[src/rtl/life_arena.sv]
// Game of Life arena: double-banked cell store with a one-cell-per-cycle B3/S23 generation engine.
// Latency: reads 1 cycle; a generation takes W*H+1 cycles from step to gen_done.
// Backpressure: none; step and seed writes are dropped while busy, and reads are never stalled.
module life_arena #(
   parameter int ARENA_WIDTH  = 10,
   parameter int ARENA_HEIGHT = 10
) (
   input  logic        clk,
   input  logic        reset,
   input  logic [7:0]  arena_row_select,
   input  logic [7:0]  arena_column_select,
   output logic        arena_cell_value,
   input  logic        step,
   input  logic        wr_en,
   input  logic [7:0]  wr_row,
   input  logic [7:0]  wr_col,
   input  logic        wr_value,
   output logic        busy,
   output logic        gen_done,
   output logic [15:0] generation
);

   localparam int RW = $clog2(ARENA_HEIGHT);
   localparam int CW = $clog2(ARENA_WIDTH);
   localparam logic [RW-1:0] R_LAST = RW'(ARENA_HEIGHT - 1);
   localparam logic [CW-1:0] C_LAST = CW'(ARENA_WIDTH - 1);
   localparam logic [7:0]    H8     = 8'(ARENA_HEIGHT);
   localparam logic [7:0]    W8     = 8'(ARENA_WIDTH);

   typedef logic [ARENA_HEIGHT-1:0][ARENA_WIDTH-1:0] grid_t;
   typedef enum logic [1:0] {IDLE, SCAN, SWAP} state_t;

   grid_t         bank_q [2];
   grid_t         bank_d [2];
   grid_t         front;
   state_t        state_q, state_d;
   logic          fsel_q, fsel_d;
   logic [RW-1:0] r_q, r_d;
   logic [CW-1:0] c_q, c_d;
   logic          cell_q, cell_d;
   logic          done_q, done_d;
   logic [15:0]   gen_q, gen_d;

   logic [RW-1:0] rm, rp;
   logic [CW-1:0] cm, cp;
   logic [7:0]    nbr;
   logic [3:0]    cnt;
   logic          nxt;

   // The bank currently visible to the reader and used as the source of the scan.
   always_comb front = bank_q[fsel_q];

   // Toroidal neighbourhood of the scan cell and its B3/S23 successor.
   always_comb begin
      rm  = (r_q == '0)     ? R_LAST : r_q - RW'(1);
      rp  = (r_q == R_LAST) ? '0     : r_q + RW'(1);
      cm  = (c_q == '0)     ? C_LAST : c_q - CW'(1);
      cp  = (c_q == C_LAST) ? '0     : c_q + CW'(1);
      nbr = {front[rm][cm], front[rm][c_q], front[rm][cp],
             front[r_q][cm],                front[r_q][cp],
             front[rp][cm], front[rp][c_q], front[rp][cp]};
      cnt = '0;
      for (int i = 0; i < 8; i++) cnt = cnt + {3'b000, nbr[i]};
      nxt = (cnt == 4'd3) | (front[r_q][c_q] & (cnt == 4'd2));
   end

   // Sequencer: accept step in IDLE, walk cells row-major, then swap banks and count.
   always_comb begin
      state_d = state_q;
      r_d     = r_q;
      c_d     = c_q;
      fsel_d  = fsel_q;
      done_d  = 1'b0;
      gen_d   = gen_q;
      case (state_q)
         IDLE: begin
            if (step) begin
               state_d = SCAN;
               r_d     = '0;
               c_d     = '0;
            end
         end
         SCAN: begin
            if (c_q == C_LAST) begin
               c_d = '0;
               if (r_q == R_LAST) state_d = SWAP;
               else               r_d     = r_q + RW'(1);
            end else begin
               c_d = c_q + CW'(1);
            end
         end
         SWAP: begin
            fsel_d  = ~fsel_q;
            done_d  = 1'b1;
            gen_d   = gen_q + 16'd1;
            state_d = IDLE;
         end
         default: state_d = IDLE;
      endcase
   end

   // Bank updates: seed writes land in the front bank only when idle; the scan fills the back bank.
   always_comb begin
      bank_d[0] = bank_q[0];
      bank_d[1] = bank_q[1];
      if (state_q == IDLE && wr_en && wr_row < H8 && wr_col < W8)
         bank_d[fsel_q][wr_row[RW-1:0]][wr_col[CW-1:0]] = wr_value;
      if (state_q == SCAN)
         bank_d[~fsel_q][r_q][c_q] = nxt;
   end

   // Read port: out-of-range indices read as dead.
   always_comb begin
      cell_d = 1'b0;
      if (arena_row_select < H8 && arena_column_select < W8)
         cell_d = front[arena_row_select[RW-1:0]][arena_column_select[CW-1:0]];
   end

   // State registers; reset clears both banks and abandons any generation in flight.
   always_ff @(posedge clk or posedge reset) begin
      if (reset) begin
         bank_q[0] <= '0;
         bank_q[1] <= '0;
         state_q   <= IDLE;
         fsel_q    <= 1'b0;
         r_q       <= '0;
         c_q       <= '0;
         cell_q    <= 1'b0;
         done_q    <= 1'b0;
         gen_q     <= '0;
      end else begin
         bank_q[0] <= bank_d[0];
         bank_q[1] <= bank_d[1];
         state_q   <= state_d;
         fsel_q    <= fsel_d;
         r_q       <= r_d;
         c_q       <= c_d;
         cell_q    <= cell_d;
         done_q    <= done_d;
         gen_q     <= gen_d;
      end
   end

   assign arena_cell_value = cell_q;
   assign busy             = (state_q != IDLE);
   assign gen_done         = done_q;
   assign generation       = gen_q;

endmodule

[config.mk]
export PLATFORM = sky130hd
export DESIGN_NAME = life_arena
export DESIGN_NICKNAME = d
export VERILOG_FILES = /design/src/rtl/life_arena.sv
export SDC_FILE = /design/constraint.sdc
export NUM_CORES = 1
export LEC_CHECK = 0
export CORE_ASPECT_RATIO = 1.5
export CORE_MARGIN = 5
export CORE_UTILIZATION = 40
export DETAILED_ROUTE_END_ITERATION = 8
export GPL_TIMING_DRIVEN = 0
export MAX_ROUTING_LAYER = met4
export SLEW_MARGIN = 20
export SYNTH_ARGS = -nofsm -noshare
export SYNTH_HDL_FRONTEND = slang
export SYNTH_SLANG_ARGS = --single-unit
[constraint.sdc]
create_clock -name clk -period 11 [get_ports clk]
set_input_delay 3.3 -clock clk [delete_from_list [all_inputs] [get_ports clk]]
set_output_delay 3.3 -clock clk [all_outputs]
set_load 0.01 [all_outputs]
* After elaboration in Yosys (flattened, before gate mapping)
Index checks and enable logic that the tools add are counted.
Operators by class: $add $sub $neg 12, magnitude comparators 22, equality and inequality tests 10, muxes and demuxes 62, bitwise logic cells 5, reduce and logical (&&, ||, !) cells 18
Operator list (count):
- 100-bit 2-to-1 mux | 5
- 200-bit bitwise mux | 2
- 200-bit 2-to-1 mux | 2
- 100-bit demux with 1-bit select | 2
- 10-bit binary-select mux with 4-bit select | 4
- 10-bit demux with 4-bit select | 2
- 10-bit 2-to-1 mux | 6
- 4-bit by 5-bit less-than comparator with 1-bit output (second input constant) | 10
- 1-bit binary-select mux with 4-bit select | 10
- 8-bit by 4-bit less-than comparator with 1-bit output (second input constant) | 4
- 4-bit 2-to-1 mux | 7
- 16-bit by 1-bit adder with 16-bit output (second input constant) | 1
- 4-bit by 1-bit adder with 4-bit output | 4
- 4-bit by 1-bit greater-or-equal comparator with 1-bit output (second input constant) | 4
- 4-bit case mux with 2 select lines | 2
- 1-bit 2-to-1 mux | 14
- 1-bit logical AND | 10
- 4-bit by 1-bit adder with 4-bit output (second input constant) | 2
- 1-bit demux with 4-bit select | 2
- 4-bit by 2-bit equality test with 1-bit output (second input constant) | 2
- 4-bit equality test (second input constant) | 2
- 4-bit zero test | 2
- 2-bit inequality test (second input constant) | 4
- 4-bit by 1-bit subtractor with 4-bit output (second input constant) | 2
- 18 further kinds | 24
Storage, ports and cells: bits in registers 229, input port bits 37, output and inout bits 19

* Longest topological paths before layout
Gate-level depths: netlist (run 1).
depth in word-level cells 20, mapped depth 29, depth with buffers taken out 22

* Worst setup path after synthesis (run 1)
OpenSTA, ideal clock, no wires.
kind reg2reg, start register r_q[0], end register bank_q[130] (netlist bit), library setup time 0.149 ns, arrival time 6.343 ns, slack 4.508 ns, cell stages (with the launch flop) 30, buffers on the path 9, period minus slack after synthesis 6.492 ns, cell sequence dfrtp_1 -> inv_1 -> clkbuf_1 -> clkbuf_1 -> buf_1 -> ha_1 -> clkbuf_1 -> or3b_2 -> clkbuf_1 -> nand2_1 -> buf_2 -> buf_2 -> mux4_2 -> nand2_1 -> o41ai_1 -> o21ai_0 -> nor2_1 -> a211oi_1 -> fa_1 -> fa_1 -> inv_1 -> ha_1 -> fa_1 -> nand3_1 -> o21ai_0 -> and2_0 -> o31ai_2 -> buf_4 -> buf_2 -> a31oi_1
RTL lines:
- start: declaration | RTL line 38 | logic [RW-1:0] r_q, r_d;
- start signal: assignment | RTL line 136 | r_q <= r_d;
- end: declaration | RTL line 33 | grid_t bank_q [2];

==> results of run 1 <==
-- worst paths after layout --
check | endpoint | slack (ps) | cells after the start
worst max-delay path | bank_q[196] | -120 | 26
worst min-delay path | generation[15] | 480 | 1
worst max register to register | bank_q[196] | -120 | 26
worst min register to register | generation[15] | 480 | 1
max in group asynchronous | c_q[3] | 6530 | 4
min in group asynchronous | bank_q[179] | 3180 | 2
-- routing by layer --
| metal | vias up | part of all wire (%) | track usage [%] |
|---|---|---|---|
| li1 | 8465 | - | - |
| met1 | 10489 | 32 | 49.07 |
| met2 | 1773 | 44 | 68.91 |
| met3 | 693 | 10 | 11.33 |
| met4 | 0 | 13 | 43.84 |
| met5 | - | 0 | - |
-- logic make-up after synthesis --
| group | Yosys count | share of synthesized area [%] |
|---|---|---|
| compound gates | 485 | 17.27 |
| mux | 438 | 27.70 |
| flops | 229 | 29.16 |
| buf+inv | 238 | 5.807 |
| xor+xnor | 16 | 0.7131 |
| simple gates | 794 | 18.37 |
| fa+ha+maj | 13 | 0.9806 |
-- worst max-delay path: stages, from the launching register on --
cell      delay, ps
dfrtp_1         580
inv_1           250
clkbuf_1        700
clkbuf_1        690
buf_1           810
ha_1            270
clkbuf_1        630
or3b_2          530
clkbuf_1        290
nand2_1         410
buf_1           710
mux4_2          460
a32oi_1         770
a21oi_1         160
a211oi_1        440
fa_1            500
fa_1            490
inv_1            40
ha_1            200
fa_1            440
nand3_1          90
o21ai_0          80
and2_0          230
o31ai_2         160
buf_2           460
buf_4           350
mux2i_1         130
-- stage by stage --
stage / setup WS [ps] / util (%) / instance area [um2]
2_1_floorplan: 1424 / - / 19650
3_3_place_gp: -2084 / 43.14 / 21000
3_5_place_dp: 406.1 / 43.61 / 21230
4_1_cts: 326.8 / 45.48 / 22140
5_1_grt: 90.26 / 45.59 / 22190
6_report: -119.2 / 45.59 / 22190
-- flip-flops by register name, summed over array words and instances (netlist names) --
register and cells:
generation 16, gen_done 1, bank_q 200, fsel_q 1
c_q 4, arena_cell_value 1, r_q 4, state_q 2
-- area by class of cell --
cell class / instances / area (um2)
Antenna cell: 3 / 7.507
Buffer: 214 / 1052
Clock buffer: 31 / 710.7
Clock inverter: 16 / 200.2
Fill cell: 4785 / 26490
Inverter: 24 / 97.59
Multi-Input combinational cell: 1746 / 12930
Sequential cell: 229 / 5731
Tap cell: 656 / 820.8
Timing Repair Buffer: 61 / 641.9
-- placed cells by master, fill, tap and decap left out, types with 34 or more instances in the layout --
cell type and n:
nand2_1 375, mux2i_1 276, dfrtp_1 229, nor2_1 151, clkbuf_1 138, a31oi_1 110
a21oi_1 83, and3_1 83, mux4_2 78, a221oi_1 74, mux2_2 65, clkdlybuf4s50_1 53
o21ai_0 45, nand3_1 36, nor3_1 34
==> run_results.csv, run 1 <==
group,metric,value,unit
status,outcome,"finished with violations",
status,violations,"setup timing",
die,rows,99,
placement,dp.cells,2930,
sta,grt_setup_unrepaired,"false",
clock_tree,cts_sinks,229,
sta,finalSetupViolCount,36,
synthesis,ys_ff_latch,229,
clock_tree,htreeDepth,1,
global_route,grt_pass1_vias,20526,
setup_path,crit_fanout,12,
setup_path,worstSetupPathType,"reg -> reg",
clock_tree,hold_buffers,0,
routing,wl_per_cell,40.97,um
die,die-area,53750,um2
die,die_y,281.5,um
synthesis,postSynthCellCount,2213,
routing,vias,21420,
synthesis,syn_avg_cell_area,8.879,um2
setup_path,critPathLaunchType,"flip-flop",
routing,first_pass_iters,8,
synthesis,synth_enable_flop_cells,0,
clock_tree,cts.path.max_buffers,3,
cells_and_area,areaGrowthSynthToFinish,12.93,%
die,die_x,191.0,um
min_path,hold_path_class,"reg -> reg",
sta,fmax,89.93,MHz
synthesis,synth_top_area_share,29.16,%
die,coreArea,48680,um2
placement,dpl.hpwl,95.17,mm
clock_tree,post_cts.repair.setup_buffers,0,
setup_path,r2r-start,"r_q[0]",
clock_tree,clk_latency,610,ps
cells_and_area,fin_nets,2352,
sta,worst_pin_slew,1284,ps
sta,fin_crit,11120,ps
clock_tree,root_buffer,"clkbuf_16",
setup_path,critPathLaunch,"r_q[0]",
global_route,grt_max_degree,103,
min_path,hold_path.startpoint,"generation[15]",
sta,drv_slew,0,
routing,final_antenna_net_count,0,
setup_path,cp.arrival,11550,ps
global_route,grt_usage,45.95,%
sta,setup_slack,-119.2,ps
routing,via_per_inst,7.188,
synthesis,synth_ff_type,"dfrtp_1",
routing,routed_wl,122.1,mm
placement,portBuffers,53,
synthesis,yosys.area.top_type,"dfrtp_1",
sta,finalHoldViolCount,0,
sta,setup_tns,-1760,ps
routing,remaining_drc_errors,0,
global_route,gr-total-overflow,0,
setup_path,cp-end-kind,"flip-flop",
routing,drt_iter0_markers,2887,
setup_path,required,11430,ps
synthesis,ys_seq_area_share,29.16,%
sta,skew,64.58,ps
clock_tree,cts_tree,"yes",
global_route,grt_pass1_wl,167.5,mm
job,maxCapViolCount,0,
clock_tree,cts_made_buffers,26,
sta,relSlewSlack,11.97,%
synthesis,synthArstFlopShare,100.0,%
synthesis,synth_common_cells,"375 x nand2_1, 294 x mux2i_1, 229 x dfrtp_1, 158 x nor2_1, 136 x clkbuf_1",
global_route,antenna_found_initial,4,
synthesis,yosys.cell_types.count,83,
clock_tree,clk_pin_slew_worst_paths,100,ps
synthesis,syn_area,19650,um2
clock_tree,cts_resized,0,
sta,holdWs,478.5,ps
placement,place.gp.congestion,1.137,
synthesis,synthTopCellsByArea,"dfrtp_1 29%, mux2i_1 15%, mux4_2 8.9%",
sta,fin_crit_sh,101.1,%
cells_and_area,stdcell_count,2980,
cells_and_area,drive_gt1_share,13.53,%
synthesis,synthesis.nets,2263,
synthesis,ys_warn_count,0,
die,start_util,40.37,%
synthesis,synth.most_common_cell,"nand2_1",
die,ios,56,
Power of run 1 is not shown: default switching activity piles up to over one toggle a cycle in this logic, so the estimate is an artifact.
==> inputs of run 2 (changes only) <==
- CORE_ASPECT_RATIO: 1.5 -> 0.75
==> run_results.csv, run 2 (synthesized netlist as in run 1, its figures left out) <==
group,metric,value,unit
global_route,grt_max_degree,96,
setup_path,cp.arrival,11540,ps
setup_path,worstSetupPathType,"reg -> reg",
die,die_y,202.0,um
setup_path,rr_worst_depth,27,
sta,setup_tns,-1988,ps
sta,grt_setup_unrepaired,"false",
routing,routed_wl,118.7,mm
cells_and_area,layout_common_cells,"375 x nand2_1, 286 x mux2i_1, 229 x dfrtp_1",
cells_and_area,largest_reg_flops,200,
clock_tree,cts_resized,0,
die,start_util,40.35,%
placement,pre_cts_ws,725.9,ps
clock_tree,cts_tree,"yes",
placement,dpl_cell_area,21100,um2
setup_path,required,11420,ps
sta,relSlewSlack,12.92,%
die,ios,56,
cells_and_area,stdcell_count,2975,
placement,portBuffers,53,
cells_and_area,fillers,4818,
clock_tree,root_buffer,"clkbuf_16",
die,die-area,53700,um2
routing,drt_iter0_markers,4044,
clock_tree,post_cts.repair.setup_buffers,0,
global_route,gr-total-overflow,0,
setup_path,rrSetupSlack,-120,ps
cells_and_area,final_area,22120,um2
routing,vias,21489,
setup_path,r2r-start,"r_q[0]",
clock_tree,clk_pin_slew_worst_paths,70,ps
routing,first_pass_iters,7,
clock_tree,clk_latency,610,ps
min_path,min_to,"generation[15]",
die,die_x,265.9,um
routing,remaining_drc_errors,0,
global_route,grt_pass1_wl,161.4,mm
routing,wl_per_cell,39.91,um
global_route,grt_usage,43.45,%
placement,dpl.hpwl,92.89,mm
setup_path,rr_endpoint,"bank_q[135]",
placement,place.gp.congestion,1.103,
cells_and_area,regMostFlops,"bank_q",
global_route,grt_pass1_vias,19654,
setup_path,crit_fanout,12,
routing,final_antenna_net_count,0,
cells_and_area,drive_gt1_share,12.68,%
clock_tree,cts_made_buffers,27,
cells_and_area,fin_nets,2348,
clock_tree,cts_sinks,229,
sta,setup_slack,-116.4,ps
min_path,hold_path_class,"reg -> reg",
min_path,hold_path.startpoint,"generation[15]",
clock_tree,htreeDepth,1,
job,maxCapViolCount,0,
min_path,min_path_cells,1,
sta,fin_crit,11120,ps
routing,via_per_inst,7.223,
die,rows,70,
clock_tree,hold_buffers,0,
sta,fmax,89.96,MHz
status,outcome,"finished with violations",
clock_tree,cts.path.max_buffers,3,
sta,finalSetupViolCount,55,
sta,fin_crit_sh,101.1,%
cells_and_area,areaGrowthSynthToFinish,12.56,%
status,violations,"setup timing",
sta,worst_pin_slew,1270,ps
sta,skew,26.76,ps
cells_and_area,final_common_cell,"nand2_1",
setup_path,cp-end-kind,"flip-flop",
global_route,antenna_found_initial,6,
placement,dp.cells,2917,
die,coreArea,48700,um2
sta,drv_slew,0,
setup_path,critPathLaunchType,"flip-flop",
sta,finalHoldViolCount,0,
## run 2: changes by cell type in the layout (fill, tap and decap cells not counted), moves of 3 or more
cell      before  now
nor2_1       151  155
nor2_2         7    3
nor3_4         3    0
diode_2        3    8
mux2i_1      276  286
clkbuf_8       2    8
mux2i_2       17    8
buf_6          7    4
## run 2: metrics by stage
| step | hold WS (ps) | util, % |
|---|---|---|
| 6_report | 469.1 | 45.42 |
| 5_1_grt | 491.2 | 45.41 |
| 4_1_cts | 472.7 | 45.36 |
| 3_5_place_dp | 460.3 | 43.34 |
| 3_3_place_gp | 463.0 | 43.11 |
| 2_1_floorplan | 503.9 | - |
## run 2: critical path, stage by stage, from the launching register on
cell and delay (ps):
dfrtp_1 600, inv_1 320, clkbuf_1 570, clkbuf_1 700, buf_1 750, ha_1 270
clkbuf_1 730, nor3b_2 1000, nor2_2 410, clkbuf_1 500, o21ai_0 520, o221ai_1 410
o21ai_0 520, a21oi_1 130, a311oi_1 260, a21oi_1 160, fa_1 510, fa_1 500
inv_1 50, ha_1 210, fa_1 430, nand3_1 90, o21ai_0 70, and2_0 220
o31ai_2 150, buf_4 290, buf_2 370, a31oi_1 130
## run 2: worst max path at each step
stage                     startpoint                to  slack (ps)
final                         r_q[0]       bank_q[135]        -120
after global routing          r_q[0]       bank_q[139]          90
after global placement         reset  arena_cell_value       -2080
after floorplan                reset  arena_cell_value        1420
after detailed placement      r_q[0]       bank_q[135]         730
after CTS                     r_q[0]       bank_q[135]         720
## run 2: cell type report
class	instances	area [um2]	area share [%]
Buffer	214	1051	4.752
Clock buffer	36	789.5	3.569
Antenna cell	8	20.02	0.09051
Inverter	24	97.59	0.4412
Clock inverter	14	197.7	0.8938
Sequential cell	229	5731	25.91
Multi-Input combinational cell	1746	12830	58.00
Timing Repair Buffer	56	593.1	2.681
Tap cell	648	810.8	3.666
## run 2: layer usage
layer	track usage, %	up-vias	wire length [um]
met5	-	-	0
met4	14.08	0	5544
met3	20.41	338	20000
met2	55.66	1954	45230
met1	60.00	10750	47960
li1	-	8447	-
Power of run 2 is left out for the same reason.
